==> config.mk <==
export PLATFORM = sky130hd
export DESIGN_NAME = decode_stage_sb
export DESIGN_NICKNAME = d
export VERILOG_FILES = /design/src/rtl/decode_stage_sb.sv
export SDC_FILE = /design/constraint.sdc
export NUM_CORES = 1
export LEC_CHECK = 0
export ABC_AREA = 1
export CAP_MARGIN = 20
export CORE_MARGIN = 2
export CORE_UTILIZATION = 50
export DETAILED_ROUTE_END_ITERATION = 7
export PLACE_DENSITY = 0.74
export REMOVE_ABC_BUFFERS = 1
export SYNTH_ARGS = -nofsm -noshare
export SYNTH_HDL_FRONTEND = slang
export SYNTH_SLANG_ARGS = --single-unit
==> constraint.sdc <==
create_clock -name clk -period 7.25 [get_ports clk]
set_input_delay 1.8125 -clock clk [delete_from_list [all_inputs] [get_ports clk]]
set_output_delay 1.8125 -clock clk [all_outputs]
set_load 0.01 [all_outputs]
==> src/rtl/decode_stage_sb.sv <==
// RV32I decode stage: registered bundle, valid/ready handshakes, pending-write scoreboard.
// Optional: DECODE_ILLEGAL_TRAP_EN adds out_illegal and funct3/funct7 legality checks.
module decode_stage_sb #(
  parameter int XLEN           = 32,
  parameter int REG_ADDR_WIDTH = 5,
  parameter int PEND_WIDTH     = 2
) (
  input  logic                      clk,
  input  logic                      rst_n,
  input  logic                      in_valid,
  output logic                      in_ready,
  input  logic [31:0]               in_instr,
  input  logic [XLEN-1:0]           in_pc,
  output logic                      out_valid,
  input  logic                      out_ready,
  output logic [XLEN-1:0]           out_pc,
  output logic [6:0]                out_op,
  output logic [REG_ADDR_WIDTH-1:0] out_rd,
  output logic [REG_ADDR_WIDTH-1:0] out_rs1,
  output logic [REG_ADDR_WIDTH-1:0] out_rs2,
  output logic [2:0]                out_funct3,
  output logic [6:0]                out_funct7,
  output logic [XLEN-1:0]           out_imm,
  input  logic                      flush_i,
  input  logic                      wb_valid,
`ifdef DECODE_ILLEGAL_TRAP_EN
  output logic                      out_illegal,
`endif
  input  logic [REG_ADDR_WIDTH-1:0] wb_rd
);

  localparam int NUM_REGS = 2**REG_ADDR_WIDTH;
  localparam logic [PEND_WIDTH-1:0] CNT_MAX = '1;

  localparam logic [6:0] OP_LOAD   = 7'h03;
  localparam logic [6:0] OP_IMM    = 7'h13;
  localparam logic [6:0] OP_JALR   = 7'h67;
  localparam logic [6:0] OP_STORE  = 7'h23;
  localparam logic [6:0] OP_BRANCH = 7'h63;
  localparam logic [6:0] OP_OP     = 7'h33;
  localparam logic [6:0] OP_JAL    = 7'h6f;
  localparam logic [6:0] OP_LUI    = 7'h37;
  localparam logic [6:0] OP_AUIPC  = 7'h17;
  localparam logic [6:0] OP_FENCE  = 7'h0f;
  localparam logic [6:0] OP_SYSTEM = 7'h73;

  typedef struct packed {
    logic [XLEN-1:0]           pc;
    logic [6:0]                op;
    logic [REG_ADDR_WIDTH-1:0] rd;
    logic [REG_ADDR_WIDTH-1:0] rs1;
    logic [REG_ADDR_WIDTH-1:0] rs2;
    logic [2:0]                f3;
    logic [6:0]                f7;
    logic [XLEN-1:0]           imm;
  } bundle_t;

  logic [6:0]                opc;
  logic [2:0]                f3;
  logic [6:0]                f7;
  logic [REG_ADDR_WIDTH-1:0] rd;
  logic [REG_ADDR_WIDTH-1:0] rs1;
  logic [REG_ADDR_WIDTH-1:0] rs2;
  logic [31:0]               imm_i, imm_s, imm_b, imm_j, imm_u;

  assign opc = in_instr[6:0];
  assign f3  = in_instr[14:12];
  assign f7  = in_instr[31:25];
  assign rd  = REG_ADDR_WIDTH'(in_instr[11:7]);
  assign rs1 = REG_ADDR_WIDTH'(in_instr[19:15]);
  assign rs2 = REG_ADDR_WIDTH'(in_instr[24:20]);

  assign imm_i = {{20{in_instr[31]}}, in_instr[31:20]};
  assign imm_s = {{20{in_instr[31]}}, in_instr[31:25], in_instr[11:7]};
  assign imm_b = {{20{in_instr[31]}}, in_instr[7], in_instr[30:25],
                  in_instr[11:8], 1'b0};
  assign imm_j = {{12{in_instr[31]}}, in_instr[19:12], in_instr[20],
                  in_instr[30:21], 1'b0};
  assign imm_u = {in_instr[31:12], 12'h000};

  logic        k_rd, k_rs1, k_rs2, k_f3, k_f7, known, bad_f, zap;
  logic [31:0] imm32;
  bundle_t     dec;

`ifdef DECODE_ILLEGAL_TRAP_EN
  always_comb begin
    bad_f = 1'b0;
    case (opc)
      OP_LOAD:   bad_f = (f3 == 3'd3) | (f3[2:1] == 2'b11);
      OP_IMM:    bad_f = ((f3 == 3'd1) & (f7 != 7'h00)) |
                         ((f3 == 3'd5) & (f7 != 7'h00) & (f7 != 7'h20));
      OP_JALR:   bad_f = (f3 != 3'd0);
      OP_STORE:  bad_f = f3[2] | (f3 == 3'd3);
      OP_BRANCH: bad_f = (f3[2:1] == 2'b01);
      OP_OP:     bad_f = ~((f7 == 7'h00) |
                           ((f7 == 7'h20) & ((f3 == 3'd0) | (f3 == 3'd5))));
      default:   bad_f = 1'b0;
    endcase
  end
`else
  assign bad_f = 1'b0;
`endif

  always_comb begin
    k_rd  = 1'b0;
    k_rs1 = 1'b0;
    k_rs2 = 1'b0;
    k_f3  = 1'b0;
    k_f7  = 1'b0;
    known = 1'b1;
    imm32 = '0;
    case (opc)
      OP_LOAD, OP_IMM, OP_JALR: begin
        k_rd = 1'b1; k_rs1 = 1'b1; k_f3 = 1'b1; imm32 = imm_i;
      end
      OP_STORE: begin
        k_rs1 = 1'b1; k_rs2 = 1'b1; k_f3 = 1'b1; imm32 = imm_s;
      end
      OP_BRANCH: begin
        k_rs1 = 1'b1; k_rs2 = 1'b1; k_f3 = 1'b1; imm32 = imm_b;
      end
      OP_OP: begin
        k_rd = 1'b1; k_rs1 = 1'b1; k_rs2 = 1'b1;
        k_f3 = 1'b1; k_f7 = 1'b1;
      end
      OP_JAL: begin
        k_rd = 1'b1; imm32 = imm_j;
      end
      OP_LUI, OP_AUIPC: begin
        k_rd = 1'b1; imm32 = imm_u;
      end
      OP_FENCE, OP_SYSTEM: begin
        known = 1'b1;
      end
      default: known = 1'b0;
    endcase
    zap    = ~known | bad_f;
    dec    = '0;
    dec.pc = in_pc;
    if (!zap) begin
      dec.op  = opc;
      dec.rd  = k_rd  ? rd  : '0;
      dec.rs1 = k_rs1 ? rs1 : '0;
      dec.rs2 = k_rs2 ? rs2 : '0;
      dec.f3  = k_f3  ? f3  : '0;
      dec.f7  = k_f7  ? f7  : '0;
      dec.imm = XLEN'($signed(imm32));
    end
  end

  logic                  out_valid_q, out_valid_d;
  bundle_t               bundle_q, bundle_d;
  logic [PEND_WIDTH-1:0] cnt_q [NUM_REGS];
  logic [PEND_WIDTH-1:0] cnt_d [NUM_REGS];
  logic                  hz1, hz2, hz_full, hazard, accept, xfer;

  // Sources are already zeroed when unused, so a nonzero index means "used".
  assign hz1 = (dec.rs1 != '0) & ((cnt_q[dec.rs1] != '0) |
               (out_valid_q & (bundle_q.rd == dec.rs1)));
  assign hz2 = (dec.rs2 != '0) & ((cnt_q[dec.rs2] != '0) |
               (out_valid_q & (bundle_q.rd == dec.rs2)));
  assign hz_full = (dec.rd != '0) & (cnt_q[dec.rd] == CNT_MAX);
  assign hazard  = hz1 | hz2 | hz_full;

  assign in_ready = rst_n & ~flush_i & ~hazard & (~out_valid_q | out_ready);
  assign accept   = in_valid & in_ready;
  assign xfer     = out_valid_q & out_ready & ~flush_i;

  always_comb begin
    out_valid_d = out_valid_q;
    bundle_d    = bundle_q;
    if (flush_i) begin
      out_valid_d = 1'b0;
    end else if (accept) begin
      out_valid_d = 1'b1;
      bundle_d    = dec;
    end else if (out_ready) begin
      out_valid_d = 1'b0;
    end
  end

  always_comb begin
    for (int i = 0; i < NUM_REGS; i++) begin
      cnt_d[i] = cnt_q[i];
      if ((i != 0) && xfer && (bundle_q.rd == REG_ADDR_WIDTH'(i)) &&
          !(wb_valid && (wb_rd == REG_ADDR_WIDTH'(i)))) begin
        cnt_d[i] = cnt_q[i] + 1'b1;
      end else if ((i != 0) && wb_valid &&
                   (wb_rd == REG_ADDR_WIDTH'(i)) &&
                   !(xfer && (bundle_q.rd == REG_ADDR_WIDTH'(i))) &&
                   (cnt_q[i] != '0)) begin
        cnt_d[i] = cnt_q[i] - 1'b1;
      end
    end
  end

  always_ff @(posedge clk) begin
    if (!rst_n) begin
      out_valid_q <= 1'b0;
      bundle_q    <= '0;
      for (int i = 0; i < NUM_REGS; i++) cnt_q[i] <= '0;
    end else begin
      out_valid_q <= out_valid_d;
      bundle_q    <= bundle_d;
      for (int i = 0; i < NUM_REGS; i++) cnt_q[i] <= cnt_d[i];
    end
  end

`ifdef DECODE_ILLEGAL_TRAP_EN
  logic ill_q, ill_d;
  assign ill_d = accept ? zap : ill_q;
  always_ff @(posedge clk) begin
    if (!rst_n) ill_q <= 1'b0;
    else        ill_q <= ill_d;
  end
  assign out_illegal = ill_q;
`endif

  assign out_valid  = out_valid_q;
  assign out_pc     = bundle_q.pc;
  assign out_op     = bundle_q.op;
  assign out_rd     = bundle_q.rd;
  assign out_rs1    = bundle_q.rs1;
  assign out_rs2    = bundle_q.rs2;
  assign out_funct3 = bundle_q.f3;
  assign out_funct7 = bundle_q.f7;
  assign out_imm    = bundle_q.imm;

endmodule

==> summary.md <==
| Metric | Value |
|---|---|
| Largest family of logic cells by synthesized area | `simple AND/OR/NAND/NOR gates` |
| PortBufs | `172` |
| Max_slew headroom | `0.349` |
| Fin worst setup slack | `0.429 ns` |
| Total number of vias | `11788` |
| CTS tree | `built` |
| Latest clock arrival within the worst-skew pair | `0.44 ns` |
| Syn. warnings | `0` |
| Post-synth EDFFs | `0` |
| Clock transition at the registers of the reported paths | `0.07 ns` |
| First-pass GRT wire length | `56.6 mm` |
| Vias per Instance | `5.43` |
| Seq/Total Area, Yosys | `0.306` |
| CORE AREA | `20400 µm²` |
| H-tree levels | `4` |
| Outcome | `finished, final reports clean` |
| Post-synth ARST share | `0` |
| Count of final max-slew check failures | `0` |
| Tmin final | `6.82 ns` |
| R2R cell count | `15` |
| R2r startpoint | `cnt_q[15][0]` |
| Final Hold Fails | `0` |
| Fmax achieved | `0.147 GHz` |
| Top cells by count, synth | `nor2_1, nand2_1, inv_1` |
| Die area | `22000 µm²` |
| Max Buffers Root-to-Sink | `2` |
| Adder-cell share of the synthesized area | `0` |
| Reg2reg setup slack | `3.95 ns` |
| Vias in the first global route | `10709` |
| Worst-Margin Slew | `0.977 ns` |
| Syn Std Cell Area | `10400 µm²` |
| Pwr dens | `174 nW/µm²` |
| Syn Area/Cell | `5.88 µm²` |
| Max VDD drop | `0.000145 V` |
| Root Driver | `clkbuf_16` |
| Setup total negative slack | `0 ns` |
| Die width | `148 µm` |
| Postcts setup bufs | `0` |
| Initial DRC Count | `965` |
| Net count, final | `1963` |
| Worst Hold Path EP | `cnt_q[14][1]` |
| DRT Wirelength | `35.9 mm` |
| Area of the multi-input gates | `5830 µm²` |
| Total CTS buffers | `17` |
| Crit path max fanout | `13` |
| Critical path data arrival time | `5.01 ns` |
| Mux cell area share after synthesis | `0` |
| ANT nets after route | `0` |
| Xor and xnor area share after synthesis | `0.0109` |
| Share of layout cells above drive strength 1 | `0.0447` |
| Crit Path Class | `primary input to output pin` |
| Layout area overhead | `22.8%` |
| Seq cells post-synth | `159` |
| Post-Synthesis Cells | `1771` |
| Placer Congestion | `1.00` |
| RR Endpoint | `out_rs2[0]` |
| Final period util | `0.941` |
| Post_cts resized | `0` |
| Hold path depth | `1` |
| Initial antenna violation count | `0` |
| Number of clock sinks | `159` |
| Startpoint types | `primary input` |
| CTS hold repair buffers | `0` |
| Cell Rows | `52` |
| Top Ports | `173` |
| Setup crit end kind | `output pin` |
| RSZ-0062 raised after global routing | `false` |
| GRT overflow | `0` |
| Final setup viols | `0` |
| Post-DR wirelength/cell | `16.5 µm` |
| Max capacitance violation total | `0` |
| HP Start | `cnt_q[14][1]` |
| Drt pass-1 iters | `5` |
| Pre-CTS setup slack | `0.433 ns` |
| Clk_skew | `0.0127 ns` |
| Post-synth top area share | `0.306` |
| Netlist cell types | `46` |
| # fillers | `2041` |
| Worst min path class | `flip-flop to flip-flop` |
| Final HPWL DP | `26.2 mm` |
| DRC violations left | `0` |
| DIE HEIGHT | `148 µm` |
| Leak | `5.38 nW` |
| Register area | `3180 µm²` |
| # diodes | `0` |
| Pin count of the biggest net entering global routing | `90` |
| Synth Flop Type | `dfxtp_1` |
| Post-synthesis simple-gate area fraction | `0.441` |
| Compound-Gate Fraction of Synth Area | `0.108` |
| Required @ worst endpoint | `5.44 ns` |
| Cells taking the most area after synthesis | `dfxtp_1, nor2_1, nand2_1` |
| Total track usage | `0.324` |
| Starting density of the core | `0.512` |
| Largest area contributor in the synthesized netlist | `dfxtp_1` |
| Most common cell in the synthesized netlist | `nor2_1` |
-- sequential cells by signal (all words and copies together), names as in the netlist --
| name | flops |
|---|---|
| out_funct7 | 7 |
| out_imm | 32 |
| cnt_q | 62 |
| out_pc | 32 |
| out_op | 7 |
| out_funct3 | 3 |
| out_valid | 1 |
| out_rs1 | 5 |
| out_rd | 5 |
| out_rs2 | 5 |
-- final cells by class --
cell class	count	share of cell area
clock inverters	15	0.0177
flip-flops and latches	159	0.249
multi-input cells	1273	0.456
clock buffers	17	0.0333
inverters	246	0.0722
well taps	270	0.0264
repair buffers	191	0.146
-- worst max-delay path by stage --
stage / startpoint / endpoint / slack [ns] / depth (start not counted)
floorplan: in_instr[4] / in_ready / 1.37 / 17
global placement: in_instr[5] / in_ready / 0.52 / 18
detailed placement: in_instr[5] / in_ready / 0.43 / 18
CTS: in_instr[5] / in_ready / 0.42 / 18
global route: in_instr[5] / in_ready / 0.12 / 20
finish: in_instr[5] / in_ready / 0.43 / 18
-- critical path, cell delays in order --
cell and delay [ns]:
clkdlybuf4s50_1 0.57, nand2_2 0.13, nor2_2 0.15, nand2_2 0.09
nand2_4 0.11, inv_2 0.04, nand2_1 0.31, nand2_1 0.37
o211ai_1 0.27, nand2_1 0.07, nand2_1 0.07, nand3_1 0.07
nand2_1 0.08, nand3_2 0.08, nand2_4 0.08, nand3_4 0.09
inv_1 0.07, clkdlybuf4s50_1 0.53
-- report_power, final --
group,switching (W),internal (W)
clock network,0.000418,0.000589
registers,0.0000183,0.000901
logic,0.000171,0.000133
-- cell usage in the layout (no fill, tap or decap), drive strengths merged, types with 12 or more instances in the layout --
cell	Yosys	layout
nand4	93	93
nor2	412	412
dfxtp	159	159
xor2	12	12
nor3	25	25
clkbuf	42	17
nand3	120	120
o211ai	12	12
inv	245	250
o21ai	81	81
clkdlybuf4s50	0	170
nand2	405	405
a21oi	60	60
buf	51	21
-- through the flow --
step	std cells	power [W]	utilization	hold WS (ns)	instance area (µm²)
6_report	2171	0.00223	0.628	0.469	12800
5_1_grt	2171	0.00230	0.628	0.494	12800
3_5_place_dp	2139	0.00124	0.596	0.456	12100
2_1_floorplan	1678	0.00107	-	0.434	9930
4_1_cts	2171	0.00224	0.628	0.466	12800
3_3_place_gp	2139	0.00124	0.596	0.458	12100
-- metal layers --
| layer | part of all wire | vias up | wire length (µm) | global-route usage |
|---|---|---|---|---|
| li1 | - | 5881 | - | - |
| met1 | 0.43 | 5252 | 15600 | 0.431 |
| met2 | 0.45 | 564 | 16000 | 0.525 |
| met3 | 0.087 | 91 | 3130 | 0.0571 |
| met4 | 0.033 | 0 | 1190 | 0.122 |
| met5 | 0 | - | 0 | 0 |
-- cells by family after synthesis --
| kind of cell | count (synthesis) |
|---|---|
| and+or+nand+nor | 1071 |
| xor gates and xnor gates | 13 |
| DFF | 159 |
| AOI/OAI and AO/OA | 189 |
| buffers and inverters | 339 |
Power figures use the tool's default switching activity.
